$ cat src/rtl/sram_ctrl_if.sv
// Host-side request/response bundle for sram_ctrl.
// The master drives requests and the slave (controller) returns completions.
interface sram_ctrl_if #(
  parameter int unsigned ROWS = 8,
  parameter int unsigned COLS = 8
);
  localparam int unsigned AW = $clog2(ROWS);

  logic            req_valid;
  logic            req_ready;
  logic            req_we;
  logic [AW-1:0]   req_addr;
  logic [COLS-1:0] req_wdata;
  logic            rsp_valid;
  logic            rsp_err;
  logic [COLS-1:0] rsp_rdata;

  modport master (
    output req_valid, req_we, req_addr, req_wdata,
    input  req_ready, rsp_valid, rsp_err, rsp_rdata
  );

  modport slave (
    input  req_valid, req_we, req_addr, req_wdata,
    output req_ready, rsp_valid, rsp_err, rsp_rdata
  );
endinterface

$ cat src/rtl/sram_ctrl.sv
// SRAM array sequencer: precharge -> wordline access -> sense (reads only) -> response.
// Every output comes straight from a flop so the analog controls never see decode glitches.
module sram_ctrl #(
  parameter int unsigned ROWS         = 8,
  parameter int unsigned COLS         = 8,
  parameter int unsigned PRE_CYCLES   = 2,
  parameter int unsigned WL_CYCLES    = 2,
  parameter int unsigned SENSE_CYCLES = 1
) (
  input  logic            clk,
  input  logic            rst,
  sram_ctrl_if.slave      bus,
  output logic            precharge_en,
  output logic [ROWS-1:0] wl_sel,
  output logic            wr_en,
  output logic [COLS-1:0] wr_data,
  output logic            sae,
  input  logic [COLS-1:0] sa_out
);

  localparam int unsigned AW      = $clog2(ROWS);
  localparam int unsigned MAX_PW  = (PRE_CYCLES > WL_CYCLES) ? PRE_CYCLES : WL_CYCLES;
  localparam int unsigned MAX_CYC = (MAX_PW > SENSE_CYCLES) ? MAX_PW : SENSE_CYCLES;
  localparam int unsigned CW      = $clog2(MAX_CYC) + 1;

  localparam logic [AW:0]   ROWS_LIM   = (AW+1)'(ROWS);
  localparam logic [CW-1:0] PRE_LAST   = CW'(PRE_CYCLES - 1);
  localparam logic [CW-1:0] WL_LAST    = CW'(WL_CYCLES - 1);
  localparam logic [CW-1:0] SENSE_LAST = CW'(SENSE_CYCLES - 1);

  typedef enum logic [2:0] {
    S_IDLE,
    S_PRE,
    S_ACCESS,
    S_SENSE,
    S_RESP
  } state_e;

  state_e          state_q, state_d;
  logic [CW-1:0]   cnt_q, cnt_d;
  logic            we_q, we_d;
  logic [AW-1:0]   addr_q, addr_d;

  logic            req_ready_q, req_ready_d;
  logic            rsp_valid_q, rsp_valid_d;
  logic            rsp_err_q, rsp_err_d;
  logic [COLS-1:0] rsp_rdata_q, rsp_rdata_d;
  logic            precharge_en_q, precharge_en_d;
  logic [ROWS-1:0] wl_sel_q, wl_sel_d;
  logic            wr_en_q, wr_en_d;
  logic [COLS-1:0] wr_data_q, wr_data_d;
  logic            sae_q, sae_d;

  logic            accept_c;
  logic            addr_oor_c;

  // Next state, then all outputs decoded from the next state so they register in step with it.
  always_comb begin
    state_d     = state_q;
    cnt_d       = cnt_q + CW'(1);
    we_d        = we_q;
    addr_d      = addr_q;
    wr_data_d   = wr_data_q;
    rsp_rdata_d = rsp_rdata_q;
    rsp_err_d   = 1'b0;

    accept_c   = bus.req_valid && req_ready_q;
    addr_oor_c = {1'b0, bus.req_addr} >= ROWS_LIM;

    unique case (state_q)
      S_IDLE: begin
        cnt_d = '0;
        if (accept_c) begin
          we_d   = bus.req_we;
          addr_d = bus.req_addr;
          if (bus.req_we) begin
            wr_data_d = bus.req_wdata;
          end
          if (addr_oor_c) begin
            state_d   = S_RESP;
            rsp_err_d = 1'b1;
          end else begin
            state_d = S_PRE;
          end
        end
      end
      S_PRE: begin
        if (cnt_q == PRE_LAST) begin
          state_d = S_ACCESS;
          cnt_d   = '0;
        end
      end
      S_ACCESS: begin
        if (cnt_q == WL_LAST) begin
          state_d = we_q ? S_RESP : S_SENSE;
          cnt_d   = '0;
        end
      end
      S_SENSE: begin
        if (cnt_q == SENSE_LAST) begin
          state_d     = S_RESP;
          cnt_d       = '0;
          rsp_rdata_d = sa_out;
        end
      end
      S_RESP: begin
        state_d = S_IDLE;
        cnt_d   = '0;
      end
      default: begin
        state_d = S_IDLE;
        cnt_d   = '0;
      end
    endcase

    req_ready_d    = (state_d == S_IDLE);
    rsp_valid_d    = (state_d == S_RESP);
    precharge_en_d = (state_d == S_PRE);
    wr_en_d        = (state_d == S_ACCESS) && we_d;
    sae_d          = (state_d == S_SENSE);
    wl_sel_d       = ((state_d == S_ACCESS) || (state_d == S_SENSE)) ? (ROWS'(1) << addr_d) : '0;
  end

  always_ff @(posedge clk or posedge rst) begin
    if (rst) begin
      state_q        <= S_IDLE;
      cnt_q          <= '0;
      we_q           <= 1'b0;
      addr_q         <= '0;
      req_ready_q    <= 1'b0;
      rsp_valid_q    <= 1'b0;
      rsp_err_q      <= 1'b0;
      rsp_rdata_q    <= '0;
      precharge_en_q <= 1'b0;
      wl_sel_q       <= '0;
      wr_en_q        <= 1'b0;
      wr_data_q      <= '0;
      sae_q          <= 1'b0;
    end else begin
      state_q        <= state_d;
      cnt_q          <= cnt_d;
      we_q           <= we_d;
      addr_q         <= addr_d;
      req_ready_q    <= req_ready_d;
      rsp_valid_q    <= rsp_valid_d;
      rsp_err_q      <= rsp_err_d;
      rsp_rdata_q    <= rsp_rdata_d;
      precharge_en_q <= precharge_en_d;
      wl_sel_q       <= wl_sel_d;
      wr_en_q        <= wr_en_d;
      wr_data_q      <= wr_data_d;
      sae_q          <= sae_d;
    end
  end

  assign bus.req_ready = req_ready_q;
  assign bus.rsp_valid = rsp_valid_q;
  assign bus.rsp_err   = rsp_err_q;
  assign bus.rsp_rdata = rsp_rdata_q;
  assign precharge_en  = precharge_en_q;
  assign wl_sel        = wl_sel_q;
  assign wr_en         = wr_en_q;
  assign wr_data       = wr_data_q;
  assign sae           = sae_q;

endmodule

$ cat src/flat_wrapper.sv
// flat-port wrapper written by rule: the top's interface ports become plain ports
module sram_ctrl_flat 
#(
  parameter int unsigned ROWS         = 8,
  parameter int unsigned COLS         = 8,
  parameter int unsigned PRE_CYCLES   = 2,
  parameter int unsigned WL_CYCLES    = 2,
  parameter int unsigned SENSE_CYCLES = 1
)
  (clk, rst, precharge_en, wl_sel, wr_en, wr_data, sae, sa_out, bus_req_valid, bus_req_we, bus_req_addr, bus_req_wdata, bus_req_ready, bus_rsp_valid, bus_rsp_err, bus_rsp_rdata);
  sram_ctrl_if #(.ROWS(ROWS), .COLS(COLS)) bus_i ();
  input  logic clk;
  input  logic rst;
  output logic precharge_en;
  output logic [ROWS-1:0] wl_sel;
  output logic wr_en;
  output logic [COLS-1:0] wr_data;
  output logic sae;
  input  logic [COLS-1:0] sa_out;
  input wire logic [$bits(bus_i.req_valid)-1:0] bus_req_valid;
  input wire logic [$bits(bus_i.req_we)-1:0] bus_req_we;
  input wire logic [$bits(bus_i.req_addr)-1:0] bus_req_addr;
  input wire logic [$bits(bus_i.req_wdata)-1:0] bus_req_wdata;
  output wire logic [$bits(bus_i.req_ready)-1:0] bus_req_ready;
  output wire logic [$bits(bus_i.rsp_valid)-1:0] bus_rsp_valid;
  output wire logic [$bits(bus_i.rsp_err)-1:0] bus_rsp_err;
  output wire logic [$bits(bus_i.rsp_rdata)-1:0] bus_rsp_rdata;
  assign bus_i.req_valid = bus_req_valid;
  assign bus_i.req_we = bus_req_we;
  assign bus_i.req_addr = bus_req_addr;
  assign bus_i.req_wdata = bus_req_wdata;
  assign bus_req_ready = bus_i.req_ready;
  assign bus_rsp_valid = bus_i.rsp_valid;
  assign bus_rsp_err = bus_i.rsp_err;
  assign bus_rsp_rdata = bus_i.rsp_rdata;
  sram_ctrl #(.ROWS(ROWS), .COLS(COLS), .PRE_CYCLES(PRE_CYCLES), .WL_CYCLES(WL_CYCLES), .SENSE_CYCLES(SENSE_CYCLES)) u_core (.clk(clk), .rst(rst), .bus(bus_i), .precharge_en(precharge_en), .wl_sel(wl_sel), .wr_en(wr_en), .wr_data(wr_data), .sae(sae), .sa_out(sa_out));
endmodule
$ cat config.mk
export PLATFORM = sky130hd
export DESIGN_NAME = sram_ctrl_flat
export DESIGN_NICKNAME = d
export VERILOG_FILES = /design/src/rtl/sram_ctrl_if.sv /design/src/rtl/sram_ctrl.sv /design/src/flat_wrapper.sv
export SDC_FILE = /design/constraint.sdc
export NUM_CORES = 1
export LEC_CHECK = 0
export BUFFER_PORTS_ARGS = -buffer_cell sky130_fd_sc_hd__clkbuf_2
export CORE_MARGIN = 10
export CORE_UTILIZATION = 37
export CTS_BUF_LIST = sky130_fd_sc_hd__clkbuf_8
export CTS_CLUSTER_SIZE = 8
export DETAILED_ROUTE_END_ITERATION = 10
export SYNTH_ARGS = -nofsm -noshare
export SYNTH_HDL_FRONTEND = slang
export SYNTH_SLANG_ARGS = --single-unit
$ cat constraint.sdc
create_clock -name clk -period 3.7 [get_ports clk]
set_clock_uncertainty 0.1 [all_clocks]
set_input_delay 0.185 -clock clk [delete_from_list [all_inputs] [get_ports clk]]
set_output_delay 0.185 -clock clk [all_outputs]
set_load 0.02 [all_outputs]
==> out/qor.yml <==
routing:
  vias: 1039
  wl_um: 3400
  drc: 0
  drtPass1Iterations: 3
  viasPerCell: 4.68
  first_iter_violations: 92
  drtAntennaViolNets: 0
  wl_per_cell_um: 15.3
floorplan:
  die_area_um2: 7490
  core_um2: 4320
  num_rows: 24
  die_w_um: 86.5
  chipHeight_um: 86.5
  start_util: 0.379
  io_pins: 53
synth:
  netlist_instances: 117
  yosysWarnings: 0
  syn_nets: 145
  ys_ff_latch: 38
  synthAdderAreaFrac: 0.0382
  synth_top_family_by_area: "multiplexers"
  yosys.area_share.simple: 0.141
  synth_compound_area_frac: 0.0298
  ys_seq_area_frac: 0.581
  synthMuxAreaShare: 0.165
  synth_cell_type_count: 28
  synth_area_um2: 1640
  synth_area_per_cell_um2: 14.0
  synth_xor_area_frac: 0
critical_path:
  cp_top_family: "simple AND/OR/NAND/NOR gates"
  startpoint_type: "flip-flop"
  crit_fanout: 10
  worstPathCellList: "nand3b_4 > or3_1 > mux2i_4 > nor4b_2"
  required_ps: 3780
  arrival_ps: 2070
  cp_slowest_cell: "or3_1"
  critical_path_class: "flip-flop to flip-flop"
  worst_setup_path_end_kind: "flip-flop"
  max_stage_delay_ps: 490
  cp_num_buf_inv: 0
clock_network:
  clockRootBuffer: "clkbuf_8"
  numCtsBuffers: 5
  ctsResizeCount: 0
  h-tree-depth: 2
  path_clk_slew_ps: 70
  clk_latency_ps: 280
  cts_tree: "yes"
  cts.path.max_buffers: 2
  clock_sinks: 38
grt:
  grt_max_degree: 39
  grt_pass1_vias: 1156
  grt_usage: 0.0954
  grt_pass1_wl_um: 5610
  overflow: 0
  antenna_found_initial: 0
layout:
  drive_gt1_frac: 0.518
  diodes: 0
  most-common-layout-cells: "clkbuf_2, dfrtp_1, mux2_2"
  syn2layout_area_growth_pct: 23.0
  fin_nets: 199
  mostFrequentLayoutCell: "clkbuf_2"
  layout.cells.non_filler: 222
placement:
  gp_congestion: 0.790
  dp_cells: 215
  hpwlAfterDp_um: 2670
  io_buffer_count: 51
run_status:
  outcome: "completed"
timing:
  setup_violations: 0
  fin_crit_sh: 0.536
  fmax_mhz: 504
  maxSlewViolCount: 0
  fin_setup_tns_ps: 0
  final_hold_viol_count: 0
  rsz0062_at_grt: "false"
  layout_min_cycle_time_ps: 1980
job:
  maxCapViolCount: 0
power:
  irDropWorstVdd_mv: 0.254
  p_leak_uw: 0.00102
  powerDensity_nw_per_um2: 832
worst_hold_path:
  min_path_type: "primary input to flip-flop"
-- final cells by class --
class                           count  area, µm²
Fill cell                         409       2310
Sequential cell                    38        951
Multi-Input combinational cell     66        617
Timing Repair Buffer               53        273
Clock buffer                        6       82.6
Tap cell                           52       65.1
Inverter                            7       26.3
-- where the power goes --
part	internal, µW	leakage (µW)	switching, µW	total, µW
sequential	577	0.000480	106	682
combinational	309	0.000498	417	725
clock	143	0.0000431	125	269
-- cell usage after synthesis, drive strengths merged --
cell,n,area share
o21ai,1,0.0031
dfrtp,38,0.58
nor2,3,0.0069
mux2,18,0.12
a21oi,1,0.0031
and4,1,0.0053
nor3,2,0.0061
or3b,1,0.0053
and4b,3,0.018
conb,1,0.0023
nor2b,3,0.011
nand2,6,0.014
clkbuf,1,0.0023
nor4b,3,0.027
ha,5,0.038
nand2b,3,0.011
mux2i,3,0.041
nand3b,1,0.012
a22oi,2,0.0092
or3,1,0.0038
a211oi,2,0.0092
inv,7,0.016
a32oi,1,0.0053
or2,4,0.015
nor4,1,0.0038
buf,5,0.024
-- metal layers --
| layer | global-route usage | up-vias | part of all wire |
|---|---|---|---|
| li1 | - | 502 | - |
| met1 | 0.103 | 501 | 0.39 |
| met3 | 0.0553 | 8 | 0.087 |
| met5 | 0 | - | 0 |
| met2 | 0.150 | 28 | 0.50 |
| met4 | 0.0398 | 0 | 0.016 |
-- through the flow --
step           cell area [µm²]  hold slack, ps  total power (µW)  utilization  setup WS (ps)
2_1_floorplan             1640             236              1220            -           1910
6_report                  2010            33.8              1680        0.466           1720
3_3_place_gp              1920             195              1400        0.444           1800
3_5_place_dp              1920             208              1430        0.444           1740
5_1_grt                   2010            18.8              1800        0.466           1620
4_1_cts                   2010            25.6              1700        0.466           1710
-- state kept, by name, indices dropped and copies added (netlist names) --
signal,count
u_core.addr_q,3
u_core.bus.req_ready,1
u_core.bus.rsp_rdata,8
u_core.bus.rsp_valid,1
u_core.cnt_q,2
u_core.precharge_en,1
u_core.sae,1
u_core.state_q,3
u_core.we_q,1
u_core.wl_sel,8
u_core.wr_data,8
u_core.wr_en,1
-- what timing repair did --
action,4_1_cts,5_1_grt
hold buffers,1,0
buffers inserted,0,0
hold endpoints to repair,38,0
-- worst paths after layout --
kind	from	end	slack, ps	cells after the start
setup reg to reg	u_core.state_q[0]	u_core.wl_sel[3]	1720	4
min in group asynchronous	rst	u_core.bus.rsp_rdata[4]	440	4
hold reg to reg	u_core.bus.rsp_rdata[2]	u_core.bus.rsp_rdata[2]	410	1
setup / recovery	u_core.state_q[0]	u_core.wl_sel[3]	1720	4
max in group asynchronous	rst	u_core.wr_data[6]	2740	4
hold / removal	bus_req_wdata[5]	u_core.wr_data[5]	30	2
-- cells by family after synthesis --
group                    Yosys count
flip-flops                        38
multiplexers                      21
buffers and inverters             13
other                              1
adder cells (fa/ha/maj)            5
AND/OR/NAND/NOR                   32
AO/OA/AOI/OAI                      7
Note: power is estimated with default switching activity, not from simulation.
